==> config.mk <==
export PLATFORM = sky130hd
export DESIGN_NAME = frame_scheduler
export DESIGN_NICKNAME = d
export VERILOG_FILES = /design/src/rtl/frame_sched_pkg.sv /design/src/rtl/sched_watchdog.sv /design/src/rtl/frame_scheduler.sv
export SDC_FILE = /design/constraint.sdc
export NUM_CORES = 1
export LEC_CHECK = 0
export CORE_UTILIZATION = 53
export CTS_CLUSTER_DIAMETER = 80
export DETAILED_ROUTE_END_ITERATION = 6
export HOLD_SLACK_MARGIN = 0.03
export MAX_ROUTING_LAYER = met4
export PLACE_DENSITY = 0.83
export SLEW_MARGIN = 10
export SYNTH_ARGS = -nofsm -noshare
export SYNTH_HDL_FRONTEND = slang
export SYNTH_SLANG_ARGS = --single-unit
export TNS_END_PERCENT = 50
==> constraint.sdc <==
create_clock -name px_clk -period 2.2 [get_ports px_clk]
set_clock_uncertainty 0.1 [all_clocks]
set_input_delay 0.66 -clock px_clk [delete_from_list [all_inputs] [get_ports px_clk]]
set_output_delay 0.66 -clock px_clk [all_outputs]
set_load 0.02 [all_outputs]
==> src/rtl/frame_sched_pkg.sv <==
// Shared types and constants for the vblank task sequencer: FSM encoding,
// default timing parameters and the vertical-blanking cycle budget.
package frame_sched_pkg;

   typedef enum logic [1:0] {
      ST_IDLE  = 2'd0,
      ST_ISSUE = 2'd1,
      ST_WAIT  = 2'd2
   } sched_state_t;

   localparam int unsigned DEF_TIMEOUT   = 32'd8192;
   localparam int unsigned DEF_FRAME_DIV = 32'd1;

   // 40 blanking lines of 832 pixel clocks each.
   localparam int unsigned VGA_BLANK_CYCLES = 32'd33280;

   function automatic logic budget_ok(input int unsigned timeout,
                                      input int unsigned n_tasks);
      return ((timeout * n_tasks) <= VGA_BLANK_CYCLES);
   endfunction

endpackage

==> src/rtl/sched_watchdog.sv <==
// Loadable up-counter with synchronous clear and a terminal-count flag,
// shared by all tasks to bound the time spent waiting for one done.
module sched_watchdog #(
   parameter int unsigned WIDTH    = 32'd14,
   parameter int unsigned TERMINAL = 32'd8191
) (
   input  logic             px_clk,
   input  logic             reset_n,
   input  logic             clr,
   input  logic             load,
   input  logic [WIDTH-1:0] load_val,
   input  logic             inc,
   output logic             tc
);

   localparam logic [WIDTH-1:0] CNT_ONE  = WIDTH'(32'd1);
   localparam logic [WIDTH-1:0] CNT_TERM = WIDTH'(TERMINAL);

   logic [WIDTH-1:0] count_r;

   // Counter: clear has priority over load, load over increment.
   always_ff @(posedge px_clk or negedge reset_n) begin
      if (!reset_n) begin
         count_r <= '0;
      end else if (clr) begin
         count_r <= '0;
      end else if (load) begin
         count_r <= load_val;
      end else if (inc) begin
         count_r <= count_r + CNT_ONE;
      end
   end

   assign tc = (count_r == CNT_TERM);

endmodule

==> src/rtl/frame_scheduler.sv <==
// Launches up to N_TASKS game-logic tasks in index order after each vsync
// falling edge, with a per-task done handshake bounded by a watchdog.
module frame_scheduler
   import frame_sched_pkg::*;
#(
   parameter int unsigned N_TASKS   = 32'd4,
   parameter int unsigned TIMEOUT   = DEF_TIMEOUT,
   parameter int unsigned FRAME_DIV = DEF_FRAME_DIV,
   parameter int unsigned FRAME_W   = 32'd16
) (
   input  logic               px_clk,
   input  logic               reset_n,
   input  logic               vsync,
   input  logic               enable,
   input  logic               clear,
   input  logic [N_TASKS-1:0] task_done,
   output logic [N_TASKS-1:0] task_start,
   output logic               busy,
   output logic               tick,
   output logic [FRAME_W-1:0] frame_cnt,
   output logic               overrun,
   output logic [N_TASKS-1:0] timeout_flags
);

   localparam int unsigned TMR_W = $clog2(TIMEOUT + 32'd1);
   localparam int unsigned DIV_W = (FRAME_DIV > 32'd1) ? $clog2(FRAME_DIV) : 32'd1;
   localparam int unsigned IDX_W = (N_TASKS > 32'd1) ? $clog2(N_TASKS) : 32'd1;

   localparam logic [DIV_W-1:0]   DIV_LAST  = DIV_W'(FRAME_DIV - 32'd1);
   localparam logic [DIV_W-1:0]   DIV_ONE   = DIV_W'(32'd1);
   localparam logic [IDX_W-1:0]   IDX_LAST  = IDX_W'(N_TASKS - 32'd1);
   localparam logic [IDX_W-1:0]   IDX_ONE   = IDX_W'(32'd1);
   localparam logic [FRAME_W-1:0] FRAME_ONE = FRAME_W'(32'd1);
   localparam logic [N_TASKS-1:0] START_0   = N_TASKS'(32'd1);

   if ((N_TASKS < 32'd1) || (N_TASKS > 32'd8) || (TIMEOUT < 32'd2) ||
       (FRAME_DIV < 32'd1)) begin : g_bad_param
      $error("frame_scheduler: parameter out of range");
   end
   if (!budget_ok(TIMEOUT, N_TASKS)) begin : g_over_budget
      $error("frame_scheduler: TIMEOUT x N_TASKS exceeds the vblank budget");
   end

   sched_state_t      state_r;
   logic [IDX_W-1:0]  idx_r;
   logic [DIV_W-1:0]  div_cnt_r;
   logic              vs_r;
   logic              frame_evt_s;
   logic              due_s;
   logic              done_s;
   logic              timer_tc_s;

   assign frame_evt_s = vs_r & ~vsync;
   assign due_s       = (div_cnt_r == '0);
   assign done_s      = task_done[idx_r];

   sched_watchdog #(
      .WIDTH    (TMR_W),
      .TERMINAL (TIMEOUT - 32'd1)
   ) u_watchdog (
      .px_clk   (px_clk),
      .reset_n  (reset_n),
      .clr      (state_r == ST_ISSUE),
      .load     (1'b0),
      .load_val ({TMR_W{1'b0}}),
      .inc      (state_r == ST_WAIT),
      .tc       (timer_tc_s)
   );

   // Frame edge bookkeeping, task sequencing FSM and sticky status.
   always_ff @(posedge px_clk or negedge reset_n) begin
      if (!reset_n) begin
         state_r       <= ST_IDLE;
         idx_r         <= '0;
         div_cnt_r     <= '0;
         vs_r          <= 1'b1;
         task_start    <= '0;
         busy          <= 1'b0;
         tick          <= 1'b0;
         frame_cnt     <= '0;
         overrun       <= 1'b0;
         timeout_flags <= '0;
      end else begin
         vs_r       <= vsync;
         tick       <= 1'b0;
         task_start <= '0;

         if (frame_evt_s) begin
            frame_cnt <= frame_cnt + FRAME_ONE;
            div_cnt_r <= (div_cnt_r == DIV_LAST) ? '0 : (div_cnt_r + DIV_ONE);
         end

         // Clear first so that a set later in this block wins.
         if (clear) begin
            overrun       <= 1'b0;
            timeout_flags <= '0;
         end
         if (frame_evt_s && (state_r != ST_IDLE)) begin
            overrun <= 1'b1;
         end

         case (state_r)
            ST_IDLE: begin
               if (frame_evt_s && due_s && enable) begin
                  state_r    <= ST_ISSUE;
                  idx_r      <= '0;
                  task_start <= START_0;
                  tick       <= 1'b1;
                  busy       <= 1'b1;
               end
            end
            ST_ISSUE: begin
               state_r <= ST_WAIT;
            end
            ST_WAIT: begin
               if (done_s || timer_tc_s) begin
                  if (!done_s) begin
                     timeout_flags[idx_r] <= 1'b1;
                  end
                  if (idx_r == IDX_LAST) begin
                     state_r <= ST_IDLE;
                     busy    <= 1'b0;
                  end else begin
                     state_r    <= ST_ISSUE;
                     idx_r      <= idx_r + IDX_ONE;
                     task_start <= START_0 << (idx_r + IDX_ONE);
                  end
               end
            end
            default: begin
               state_r <= ST_IDLE;
               busy    <= 1'b0;
            end
         endcase
      end
   end

endmodule
==> metrics.txt <==
status completed; DP Worst Slack -202 ps; asr flop ratio synth 100%; R2R depth 6; # DRC 0; f_max 468 MHz; clock root buffer clkbuf_8; endpoints failing setup 0; maxcap violations 0; I/O Buffers 35; first-pass detailed-route iteration total 4; first-pass GRT wire length 7380 um; global route overflow 0; ant diodes 0; # hold bufs at CTS 0; Synth top area share 49.4%; drt initial violations 108; initial antenna violation count 0; leakage 1.35 nW; Clk pwr share 19.6%; worst-skew pair later-pin latency 300 ps; final instance area 0.00288 mm2; Psw 0.00102 W; vias 1,705; IO Pins 36; WL final 4450 um; Die Area 0.00457 mm2; postcts setup bufs 0; delay-heaviest family, CP buffers and inverters; # clock sinks 46; max incr delay on CP 630 ps; Critical path buffers and inverters 1; largest net degree at the start of global routing 28; GRT Util Overall 23.1%; Reg clk slew, reported paths 90 ps; fraction of power spent switching nets 37.0%; CTS tree built; H-tree Lvls 2; pwr/cell area 957 mW/mm2; Rel. slew slack 69.4%; Routed WL per cell 14.5 um; total CTS buffers 5; Yosys warnings 0; Min-Delay Path Class primary input to async pin; mapped cell area 0.00228 mm2; Hold Fails Final Rpt 0; sequential power share 42.5%; gpl congestion 0.820; Post-DP HPWL 3200 um; syn_area_per_cell 11.2 um2; Synth area leaders dfrtp_1, xnor2_1, ha_1; core area 0.00406 mm2; Cells after Synth 204; Synth Net Count 226; Area after DPL 0.00278 mm2; RSZ-0062 raised after global routing false; count of different cell masters after synthesis 43; Comb pwr share 37.9%; CP cell instances clkdlybuf4s50_1; Post-synth EDFFs 0; row count 23; Die X 67.6 um; Final TNS setup 0 ps; post-synthesis register bit count 46; critical path depth 1; Worst Setup End Kind output pin; hold_ws 195 ps; final worst slack 63.7 ps; clk buf depth 2; vias in the first global route 1,612; area grow syn2layout 26.5%; Post-DRT Antenna Nets 0; commonest non-fill, non-tap cell in the layout dfrtp_1; sequential share of the synthesized area 50.5%; Max Slew Vio Count 0; Synth Flop Type dfrtp_1; chip height 67.6 um; Yosys top cell by area dfrtp_1; Max IR drop VDD 837 uV; total internal power 0.00174 W; Overall Power 0.00276 W; slowest stage cell on the critical path clkdlybuf4s50_1; final net count 278; Worst Setup Start Kind flop; layout cells sized above 1 13.2%; via/cell ratio 5.55; Max FO, Critical Path 5; Worst-Margin Slew 459 ps; CP Data Arrival Time 1380 ps; Worst EP required 1440 ps; CP Class flop to output pin; crit path time final 2140 ps; Initial Util 56.2%; commonest non-fill, non-tap cells in the layout dfrtp_1, clkdlybuf4s50_1, xnor2_1; final worst path period share 97.1%
registers in the layout, indices dropped and copies added, names as in the netlist:
name and flops:
task_start 4, timeout_flags 4, overrun 1, u_watchdog.count_r 14, busy 1, idx_r 2
state_r 2, tick 1, vs_r 1, frame_cnt 16
routing by layer:
metal  vias to the layer above  global-route usage [%]  part of all wire, %
li1                        822                       -                    -
met1                       836                    26.8                   46
met2                        38                    37.3                   49
met3                         9                    4.39                  3.6
met4                         0                    12.8                  1.9
met5                         -                       -                    0
cell usage after synthesis, drive strengths merged (2+ instances only):
master	count
and4	2
mux2i	3
nand2	15
nand2b	4
o21ai	7
dfrtp	45
nor4	4
inv	11
nor2b	3
ha	13
nand3b	2
xor2	3
nor2	11
mux2	5
a21oi	2
xnor2	19
nand3	8
a22o	3
nor3	6
and3	5
or3	2
and2	5
clkbuf	2
nand4	8
metrics by stage:
step	cells	utilization [%]
after floorplan	204	-
after global placement	299	68.6
after detailed placement	299	68.6
after CTS	307	70.9
after global routing	307	71.0
final	307	71.0
worst paths after layout:
check                                     startpoint                            endpoint  slack (ps)
min reg2reg                frame_cnt[15]$_DFFE_PN0N_           frame_cnt[15]$_DFFE_PN0N_         380
min                                          reset_n            frame_cnt[1]$_DFFE_PN0N_         190
max reg2reg                   state_r[1]$_DFFE_PN0P_  u_watchdog.count_r[13]$_DFFE_PN0P_         190
max                        frame_cnt[11]$_DFFE_PN0N_                       frame_cnt[11]          60
max in group asynchronous                    reset_n                      vs_r$_DFF_PN1_        1230
min in group px_clk        frame_cnt[15]$_DFFE_PN0N_           frame_cnt[15]$_DFFE_PN0N_         380
kinds of logic after synthesis:
family	count (synthesis)	synth area share, %
buffers and inverters	13	2.14
adder cells (fa/ha/maj)	13	7.14
multiplexers	8	3.79
XOR/XNOR	22	8.45
flip-flops	46	50.5
AO/OA/AOI/OAI	26	8.56
AND/OR/NAND/NOR	76	19.4
power by group through the flow:
stage	Combinational (W)	Sequential (W)	Clock [W]
6_report	0.00105	0.00117	0.000540
5_1_grt	0.00115	0.00120	0.000592
4_1_cts	0.00105	0.00117	0.000552
3_5_place_dp	0.00105	0.00118	0
3_3_place_gp	0.00101	0.00117	0
2_1_floorplan	0.000567	0.00124	0
what timing repair did:
action	4_1_cts	5_1_grt
resized for setup	0	2
hold endpoints to repair	0	0
setup endpoints to repair	0	2
layout make-up:
cell class | count | area [um2]
repair buffers | 47 | 453
well taps | 50 | 62.6
flip-flops and latches | 46 | 1150
inverters | 11 | 41.3
multi-input cells | 145 | 1080
fillers | 280 | 1170
clock buffers | 6 | 82.6
clock inverters | 2 | 12.5
Power figures use the tool's default switching activity.
